--- src/rtl/lin_neuron_array.sv ---
// rtl/lin_neuron_array.sv - time-multiplexed array of linear leaky-integrate neurons
// Purpose: NUM_CH neurons share one fixed-point update datapath; a step pulse
//   starts a sweep that updates one channel per clock (leak, integrate, threshold,
//   reset-on-spike, refractory hold) and publishes the spike vector at the end.
// Ports:
//   clock, reset          rising-edge clock, asynchronous active-high reset
//   cur_we/addr/data      write port of the per-channel input current file
//   dt, threshold         time step and spike threshold, captured on step accept
//   step                  start one sweep
//   busy                  sweep in progress
//   done                  one-cycle pulse at end of sweep
//   spike                 spike flags of the last completed sweep
//   overrun               sticky flag: step arrived while not idle
module lin_neuron_array #(
  parameter int NUM_CH       = 4,
  parameter int WIDTH        = 16,
  parameter int DT_W         = 9,
  parameter int DT_SHIFT     = 8,
  parameter int LEAK_SHIFT   = 4,
  parameter int V_REST       = -65,
  parameter int V_RESET      = -70,
  parameter int REFRAC_STEPS = 2
) (
  input  logic                      clock,
  input  logic                      reset,
  input  logic                      cur_we,
  input  logic [$clog2(NUM_CH)-1:0] cur_addr,
  input  logic signed [WIDTH-1:0]   cur_data,
  input  logic [DT_W-1:0]           dt,
  input  logic signed [WIDTH-1:0]   threshold,
  input  logic                      step,
  output logic                      busy,
  output logic                      done,
  output logic [NUM_CH-1:0]         spike,
  output logic                      overrun
);
  localparam int CH_W = $clog2(NUM_CH);
  localparam int LW   = WIDTH + 1;
  localparam int DW   = WIDTH + 2;
  localparam int PW   = WIDTH + DT_W + 2;
  localparam int SW   = WIDTH + DT_W + 3;
  localparam int RC_W = (REFRAC_STEPS > 0) ? $clog2(REFRAC_STEPS + 1) : 1;
  localparam logic signed [WIDTH-1:0] V_REST_W  = WIDTH'(V_REST);
  localparam logic signed [WIDTH-1:0] V_RESET_W = WIDTH'(V_RESET);
  localparam logic [CH_W-1:0]         LAST_CH   = CH_W'(NUM_CH - 1);
  localparam logic [RC_W-1:0]         RC_LOAD   = RC_W'(REFRAC_STEPS);

  typedef enum logic [1:0] {S_IDLE, S_SWEEP, S_DONE} state_t;

  state_t state, state_next;
  logic   accept;

  logic [CH_W-1:0]         ch;
  logic [DT_W-1:0]         dt_q;
  logic signed [WIDTH-1:0] thr_q;
  logic signed [WIDTH-1:0] v_mem    [NUM_CH];
  logic signed [WIDTH-1:0] cur_mem  [NUM_CH];
  logic [RC_W-1:0]         rcnt_mem [NUM_CH];
  logic [NUM_CH-1:0]       spike_sh;

  logic signed [WIDTH-1:0] v_cur;
  logic signed [LW-1:0]    vdiff;
  logic signed [LW-1:0]    leak;
  logic signed [DW-1:0]    diff;
  logic signed [PW-1:0]    prod;
  logic signed [SW-1:0]    sum;
  logic signed [WIDTH-1:0] v_sat;
  logic                    fire;

  always_ff @(posedge clock or posedge reset) begin
    if (reset) state <= S_IDLE;
    else       state <= state_next;
  end

  always_comb begin
    state_next = state;
    accept     = 1'b0;
    case (state)
      S_IDLE: begin
        if (step) begin
          accept     = 1'b1;
          state_next = S_SWEEP;
        end
      end
      S_SWEEP: if (ch == LAST_CH) state_next = S_DONE;
      S_DONE:  state_next = S_IDLE;
      default: state_next = S_IDLE;
    endcase
  end

  assign busy = (state == S_SWEEP);

  // Shared update datapath for the channel selected by ch. The product is kept
  // at full width so only the final sum needs clamping.
  always_comb begin
    v_cur = v_mem[ch];
    vdiff = LW'(v_cur) - LW'(V_REST_W);
    leak  = vdiff >>> LEAK_SHIFT;
    diff  = DW'(cur_mem[ch]) - DW'(leak);
    prod  = PW'(diff) * PW'($signed({1'b0, dt_q}));
    sum   = SW'(v_cur) + SW'(prod >>> DT_SHIFT);
    // Fits in WIDTH bits only when all bits above the WIDTH sign bit agree.
    if (&sum[SW-1:WIDTH-1] || ~|sum[SW-1:WIDTH-1])
      v_sat = sum[WIDTH-1:0];
    else if (sum[SW-1])
      v_sat = {1'b1, {(WIDTH-1){1'b0}}};
    else
      v_sat = {1'b0, {(WIDTH-1){1'b1}}};
    fire = (v_sat >= thr_q);
  end

  always_ff @(posedge clock or posedge reset) begin
    if (reset) begin
      for (int k = 0; k < NUM_CH; k++) begin
        v_mem[k]    <= V_REST_W;
        cur_mem[k]  <= '0;
        rcnt_mem[k] <= '0;
      end
      ch       <= '0;
      dt_q     <= '0;
      thr_q    <= '0;
      spike_sh <= '0;
      spike    <= '0;
      done     <= 1'b0;
      overrun  <= 1'b0;
    end else begin
      // The channel being processed reads the pre-edge register value, so a
      // write landing on the same edge only takes effect next sweep.
      if (cur_we && (int'(cur_addr) < NUM_CH))
        cur_mem[cur_addr] <= cur_data;

      if (accept) begin
        dt_q  <= dt;
        thr_q <= threshold;
        ch    <= '0;
      end else if (state == S_SWEEP) begin
        ch <= ch + CH_W'(1);
        if (rcnt_mem[ch] != '0) begin
          v_mem[ch]    <= V_RESET_W;
          rcnt_mem[ch] <= rcnt_mem[ch] - RC_W'(1);
          spike_sh[ch] <= 1'b0;
        end else if (fire) begin
          v_mem[ch]    <= V_RESET_W;
          rcnt_mem[ch] <= RC_LOAD;
          spike_sh[ch] <= 1'b1;
        end else begin
          v_mem[ch]    <= v_sat;
          spike_sh[ch] <= 1'b0;
        end
      end

      done <= (state == S_DONE);
      if (state == S_DONE) spike <= spike_sh;
      if (step && (state != S_IDLE)) overrun <= 1'b1;
    end
  end
endmodule

--- config.mk ---
export PLATFORM = sky130hd
export DESIGN_NAME = lin_neuron_array
export DESIGN_NICKNAME = d
export VERILOG_FILES = /design/src/rtl/lin_neuron_array.sv
export SDC_FILE = /design/constraint.sdc
export NUM_CORES = 1
export LEC_CHECK = 0
export CORE_ASPECT_RATIO = 1.4
export CORE_MARGIN = 1.5
export CORE_UTILIZATION = 50
export DETAILED_ROUTE_END_ITERATION = 6
export PLACE_DENSITY = 0.74
export SKIP_CTS_REPAIR_TIMING = 1
export SYNTH_ARGS = -nofsm -noshare
export SYNTH_HDL_FRONTEND = slang
export SYNTH_SLANG_ARGS = --single-unit
export TNS_END_PERCENT = 20
--- constraint.sdc ---
create_clock -name clock -period 37.8 [get_ports clock]
set_input_delay 7.56 -clock clock [delete_from_list [all_inputs] [get_ports clock]]
set_output_delay 7.56 -clock clock [all_outputs]
set_load 0.1 [all_outputs]
Word level (Yosys, flattened, before mapping) --
Index checks and enable logic that the tools add are counted.
Word-level totals: logic and storage cells 101, output and inout port bits 7, flip-flop bits (word level) 175, input bits 47
Cells by class: equality and inequality tests 5, mux-type cells 35, reduce and logical (&&, ||, !) cells 16, bitwise logic cells 12, $add $sub $neg 5, multiply operators 1, magnitude comparators 7
Operators by type and width (count):
- $bwmux 64 | 2
- $mux 16 | 8
- $mux 64 | 2
- $bmux 16 s2 | 2
- $demux 16 s2 | 2
- $or 52x52->52 | 1
- $mul 17x10->27 | 1
- $add 16x19->20 | 1
- $sub 16x13->17 | 1
- $sub 16x8->17 const B | 1
- $ge 16x16->1 | 1
- $mux 8 | 2
- $mux 2 | 7
- $reduce_and 13->1 | 1
- $reduce_or 13->1 | 1
- $and 12x12->12 | 1
- $not 12->12 | 1
- $and 4x4->4 | 2
- $bwmux 8 | 1
- $mux 4 | 2
- $not 4->4 | 2
- $or 4x4->4 | 2
- $reduce_bool 2->1 | 4
- $ge 3x3->1 const B | 2
- other kinds (22) | 31

Logic depth before layout (Yosys ltp) --
Gate-level depths: netlist of run 1.
word-level depth 15, gate-level depth with buffers 58

Worst setup path before layout of run 1 --
OpenSTA, ideal clock, no wires.
kind register to register, from reg ch[0], to reg v_mem[23] (netlist bit), stages on the path, launching flop included 53, setup time 0.099 ns, required time 37.701 ns, buffers on the path 9, arrival 13.564 ns, setup slack 24.138 ns, period minus slack after synthesis 13.662 ns, cells stage by stage dfrtp_1 > buf_2 > buf_1 > clkbuf_1 > clkbuf_1 > mux4_2 > ha_1 > a21o_1 > a21oi_1 > o21bai_1 > a31o_2 > a211oi_1 > o31ai_1 > a211oi_1 > nand2_1 > fa_1 > inv_1 > fa_1 > (+17 left out) > a211oi_1 > a21oi_1 > or4_4 > o41ai_4 > buf_6 > buf_4 > nand2_1 > ha_1 > a21o_1 > a21o_1 > a211oi_1 > o31ai_1 > o31ai_1 > nand3_1 > clkbuf_1 > nor2_1 > clkbuf_1 > a31oi_1
Between the ends: longest elaborated chain between the ends 15
RTL lines:
- from (decl) | line 53 | logic [CH_W-1:0] ch;
- from (signal assigned) | line 137 | ch <= ch + CH_W'(1);
- $not 2->3 (implied by the code) *
- $bmux 16 s2 | line 96 | v_cur = v_mem[ch];
- $mux 16 (implied by the code) (2 in series) | line 96
- $sub 16x8->17 | line 97 | vdiff = LW'(v_cur) - LW'(V_REST_W);
- $sub 16x13->17 | line 99 | diff = DW'(cur_mem[ch]) - DW'(leak);
- $mul 17x10->27 | line 100 | prod = PW'(diff) * PW'($signed({1'b0, dt_q}));
- $add 16x19->20 | line 101 | sum = SW'(v_cur) + SW'(prod >>> DT_SHIFT);
- $reduce_or 13->1 | line 103 | if (&sum[SW-1:WIDTH-1] || ~|sum[SW-1:WIDTH-1])
- $logic_not 1->1 | line 103
- $logic_or 1x1->1 | line 103
- $mux 16 | line 103
- $ge 16x16->1 or $bwmux 64 (tied branches) | line 109, 147
- $mux 64 | line 142 | end else if (fire) begin
- $mux 64 * | line 138 | if (rcnt_mem[ch] != '0) begin
- to (signal, indexed assignment) | line 147 | v_mem[ch] <= v_sat;
- to (decl) | line 56 | logic signed [WIDTH-1:0] v_mem [NUM_CH];
Mark *: on every way between the ends. The rest lies on a longest branch, timed or not. The select of a mux whose other input is x is not followed. A chain may end at the register's enable or synchronous reset.

Final worst setup path of run 1 --
from reg ch[0], to reg v_mem[34] (netlist bit)
Same word-level chain as after synthesis.

==> results of run 1 <==
metal layers:
layer	up-vias	track usage [%]	share of wire, %
li1	5415	-	-
met1	5796	27.8	40
met2	291	43.3	53
met3	71	3.55	4.1
met4	0	10.9	3.3
met5	-	0	0
worst max-delay path: cells and delay by family, from the launching register on:
family | cells | cell delay (ns)
buf+inv | 5 | 1.27
simple gates | 14 | 3.22
flops | 1 | 0.48
mux | 1 | 0.60
xor+xnor | 2 | 0.31
fa+ha+maj | 9 | 4.06
compound gates | 19 | 5.22
metrics by stage:
stage | util (%) | area (um2)
6_report | 55.6 | 17200
5_1_grt | 55.6 | 17200
4_1_cts | 55.6 | 17200
3_5_place_dp | 53.6 | 16600
3_3_place_gp | 53.6 | 16600
2_1_floorplan | - | 15700
Yosys cell counts, types with 3 or more instances:
cell / count / area [um2]
ha_1: 116 / 1450
o2111ai_1: 3 / 26.3
o211ai_1: 7 / 52.6
nand2b_1: 8 / 50.1
inv_1: 205 / 769
nor2b_1: 29 / 181
fa_1: 130 / 2600
buf_6: 3 / 33.8
o21a_1: 16 / 120
nand3b_1: 4 / 30.0
o21ai_0: 63 / 315
clkbuf_1: 61 / 229
buf_2: 6 / 30.0
and2_1: 61 / 382
nor3_1: 10 / 50.1
o31ai_1: 7 / 52.6
buf_1: 3 / 11.3
or2_2: 5 / 31.3
dfstp_2: 60 / 1580
o21bai_1: 7 / 52.6
nor4_1: 5 / 31.3
dfrtp_1: 115 / 2880
xor2_1: 18 / 158
a21o_1: 15 / 113
a311oi_1: 6 / 52.6
mux2_2: 83 / 935
o211a_1: 3 / 30.0
a211o_1: 4 / 35.0
nand3_1: 27 / 135
a21oi_1: 37 / 185
and3_1: 9 / 56.3
a31oi_1: 64 / 400
xnor2_1: 35 / 307
nor3b_1: 6 / 45.0
mux4_2: 34 / 766
o21ai_1: 7 / 35.0
nand4_1: 5 / 31.3
nand2_1: 167 / 627
or3_1: 4 / 25.0
nor2_1: 102 / 383
a211oi_1: 10 / 75.1
flip-flops by register name, indices dropped and copies added, names as in the netlist, named ones only:
name and flops:
ch 2, cur_mem 64, done 1, dt_q 9, overrun 1, rcnt_mem 8
spike 4, state 2, thr_q 16, v_mem 64
cell usage in the layout, fill, tap and decap left out, types with 61 or more instances in the layout:
cell / netlist / layout
mux2_2: 83 / 83
o21ai_0: 63 / 62
inv_1: 205 / 204
ha_1: 116 / 116
dfrtp_1: 115 / 114
a31oi_1: 64 / 64
nor2_1: 102 / 102
fa_1: 130 / 130
nand2_1: 167 / 167
and2_1: 61 / 61
final timing paths:
check,start,to,slack [ns]
worst max-delay path,ch[0],v_mem[34],22.52
worst min-delay path,overrun,overrun,0.47
worst max register to register,ch[0],v_mem[34],22.52
worst min register to register,overrun,overrun,0.47
max in group asynchronous,reset,ch[0],28.58
min in group asynchronous,reset,spike[0],7.71
cells by family (layout without fill, tap and decap cells):
family | after synthesis | after routing | synth area share (%)
other cells | 0 | 1 | 0
buf+inv | 279 | 306 | 6.88
flops | 175 | 175 | 28.3
mux | 117 | 117 | 10.8
simple gates | 454 | 454 | 13.9
compound gates | 270 | 270 | 11.4
xor+xnor | 53 | 53 | 2.95
fa+ha+maj | 246 | 246 | 25.8
layout make-up:
cell class / instances / area (um2) / area share [%]
flip-flops and latches: 175 / 4460 / 25.9
clock inverters: 13 / 171 / 0.997
clock buffers: 19 / 443 / 2.58
repair buffers: 69 / 651 / 3.79
multi-input cells: 1140 / 10200 / 59.4
diodes: 1 / 2.50 / 0.0146
well taps: 390 / 488 / 2.84
inverters: 205 / 774 / 4.51
==> results.json, run 1 <==
{
  "outcome": "finished clean",
  "worstPathRequired_ns": 38.17,
  "synth_cell_types": 67,
  "drt-initial-drc-count": 651,
  "route.detailed.drc": 0,
  "dp_hpwl_um": 27500,
  "grt-ovfl-total": 0,
  "end_kind": "register",
  "dp_slack_ns": 22.59,
  "core_um2": 30900,
  "crit_slowest_cell": "a211oi_1",
  "rsz0062_at_grt": "false",
  "tritoncts": "built",
  "syn_area_um2": 15700,
  "vias_per_cell": 5.75,
  "root_buffer": "clkbuf_16",
  "min_period_over_period_pct": 40.4,
  "grt.total_usage_pct": 23.8,
  "critPathMaxStageDelay_ns": 0.90,
  "reg2regPathDepth": 50,
  "drtPass1Iterations": 7,
  "final_cells": 2012,
  "synth_edf_count": 0,
  "post-route-min-period_ns": 15.28,
  "antenna_found_initial": 0,
  "start_kind": "register",
  "yosysWarnings": 0,
  "grt_max_degree": 107,
  "grt_pass1_wl_um": 61600,
  "die_w_um": 153,
  "wl_per_cell_um": 18.0,
  "fillers": 2640,
  "synth_nets": 1887,
  "max_cap_violations": 0,
  "rows": 76,
  "final_max_slew_viol_count": 0,
  "finalSetupViolCount": 0,
  "setup-tns-final_ns": 0,
  "hold-worst-slack_ns": 0.473,
  "finalWirelength_um": 36100,
  "fin_skew_ns": 0.0139,
  "clock_path_buffers": 2,
  "synth_flop_cell": "dfrtp_1",
  "path_max_fanout": 67,
  "finalHoldViolCount": 0,
  "gp_congestion": 0.916,
  "cts_buffers": 17,
  "async_flop_share_pct": 100,
  "cts.sink_count": 175,
  "start_util_pct": 50.9,
  "synthCells": 1594,
  "ys_ff_latch": 175,
  "relSlewSlack_pct": 21.3,
  "worstHoldPathType": "reg -> reg",
  "via_count": 11600,
  "die_y_um": 213,
  "path_class": "reg -> reg",
  "layout-drive-gt1-share_pct": 15.0,
  "cpMostUsedCell": "fa_1",
  "numPortBuffers": 53,
  "insertion_delay_ns": 0.45,
  "critPathArrivalTime_ns": 15.65,
  "grt_pass1_vias": 12500,
  "max_freq_ghz": 0.0654,
  "area_delta_synth_final_pct": 9.32,
  "post-place-cells": 1979,
  "nets": 1901,
  "path_clk_slew_ns": 0.07,
  "avgSynthCellArea_um2": 9.86,
  "setup_ws_ns": 22.52,
  "whs_path_depth": 1,
  "antenna_left": 0,
  "ys_seq_area_share_pct": 28.3,
  "dieArea_um2": 32500,
  "htreeDepth": 4,
  "tightest_slew_ns": 1.17,
  "io_pins": 54
}
Power of run 1 is not shown: default switching activity piles up to over one toggle a cycle in this logic, so the estimate is an artifact.
==> run 2: changes to the inputs <==
clock period = 15.7 ns   (was 37.8 ns; I/O delays follow)
==> results.json, run 2 (synthesis results as in run 1) <==
{
  "cpMostUsedCell": "a21oi_1",
  "path_buf_inv": 4,
  "drtPass1Iterations": 7,
  "cts.sink_count": 175,
  "final_max_slew_viol_count": 0,
  "drt-initial-drc-count": 677,
  "tritoncts": "built",
  "finalSetupViolCount": 0,
  "reg_top3": "cur_mem x64, v_mem x64, thr_q x16",
  "clock_path_buffers": 2,
  "core_um2": 30900,
  "grt-ovfl-total": 0,
  "grt_pass1_wl_um": 62000,
  "crit_slowest_cell": "dfrtp_1",
  "route.detailed.drc": 2,
  "setup-tns-final_ns": 0,
  "via_count": 11600,
  "critPathArrivalTime_ns": 14.68,
  "top_usage_layer": "met2",
  "wl_per_cell_um": 18.3,
  "dieArea_um2": 32500,
  "cts_buffers": 17,
  "numPortBuffers": 53,
  "root_buffer": "clkbuf_16",
  "die_y_um": 213,
  "post-route-min-period_ns": 14.31,
  "start_kind": "register",
  "layout_commonest_cell": "inv_1",
  "worstPathRequired_ns": 16.07,
  "htreeDepth": 4,
  "finalHoldViolCount": 0,
  "outcome": "finished with violations",
  "grt_pass1_vias": 12300,
  "start_util_pct": 50.9,
  "max_freq_ghz": 0.0699,
  "finalWirelength_um": 36900,
  "grt.total_usage_pct": 24.1,
  "gr-usage-met3_pct": 3.59,
  "relSlewSlack_pct": 34.0,
  "insertion_delay_ns": 0.45,
  "gp_congestion": 0.896,
  "fin_skew_ns": 0.0140,
  "io_pins": 54,
  "min_period_over_period_pct": 91.2,
  "grt_max_degree": 103,
  "path_clk_slew_ns": 0.07,
  "path_class": "reg -> reg",
  "antenna_left": 0,
  "path_max_fanout": 31,
  "gr-usage-met1_pct": 28.5,
  "rsz0062_at_grt": "false",
  "critPathMaxStageDelay_ns": 0.73,
  "max_cap_violations": 0,
  "tightest_slew_ns": 0.988,
  "die_w_um": 153,
  "end_kind": "register",
  "area_delta_synth_final_pct": 9.72,
  "dp_hpwl_um": 28300,
  "nets": 1909,
  "worstHoldPathType": "reg -> reg",
  "rows": 76,
  "vias_per_cell": 5.73,
  "crit_family": "compound AO/OA/AOI/OAI gates",
  "n_antenna_cell": 0,
  "use_met2_pct": 43.2,
  "layout-drive-gt1-share_pct": 15.5,
  "violations": "DRC",
  "final_cell_mix": "inv_1, nand2_1, fa_1",
  "antenna_found_initial": 0
}
run 2: cell count changes in the layout (fill, tap and decap cells not counted), moves of 2 or more:
| cell | before | now |
|---|---|---|
| clkinv_8 | 2 | 4 |
| clkinv_4 | 1 | 3 |
| inv_6 | 6 | 4 |
| buf_4 | 16 | 24 |
run 2: layer usage:
metal  vias up  wire, um
li1       5432         -
met1      5768     14600
met2       280     19400
met3        82      1450
met4         0      1430
met5         -         0
run 2: final cells by class:
type                            count  area [um2]
Inverter                          205         774
Sequential cell                   175        4460
Clock buffer                       17         425
Multi-Input combinational cell   1140       10200
Clock inverter                     15         194
Fill cell                        2585       13700
Timing Repair Buffer               77         711
Tap cell                          390         488
run 2: metrics by stage:
stage               setup slack (ns)  hold WS, ns  utilization (%)  instance area (um2)  std cells
floorplan                       2.04        0.444                -                15700       1594
global placement                1.87        0.460             53.8                16600       1987
detailed placement              1.51        0.460             53.8                16600       1987
CTS                             1.47        0.482             55.8                17200       2019
global route                   0.452        0.509             55.8                17200       2019
finish                          1.39        0.474             55.8                17200       2019
run 2: worst register-to-register path, delay by kind of cell (launching register included):
family / cells / cell delay [ns]
DFF: 1 / 0.73
and+or+nand+nor: 13 / 3.55
muxes: 1 / 0.44
adders and majority gates: 9 / 3.81
buffers and inverters: 4 / 0.53
xor gates and xnor gates: 1 / 0.15
AOI/OAI and AO/OA: 20 / 4.98
run 2: final timing paths:
path | end | startpoint | slack (ns) | cells after the start
setup reg to reg | v_mem[18] | ch[1] | 1.39 | 48
max in group asynchronous | dt_q[0] | reset | 10.98 | 3
min in group asynchronous | asynchronous set/reset pin | reset | 3.23 | 2
hold / removal | overrun | overrun | 0.47 | 1
setup / recovery | v_mem[18] | ch[1] | 1.39 | 48
hold reg to reg | overrun | overrun | 0.47 | 1
Power of run 2 is left out for the same reason.
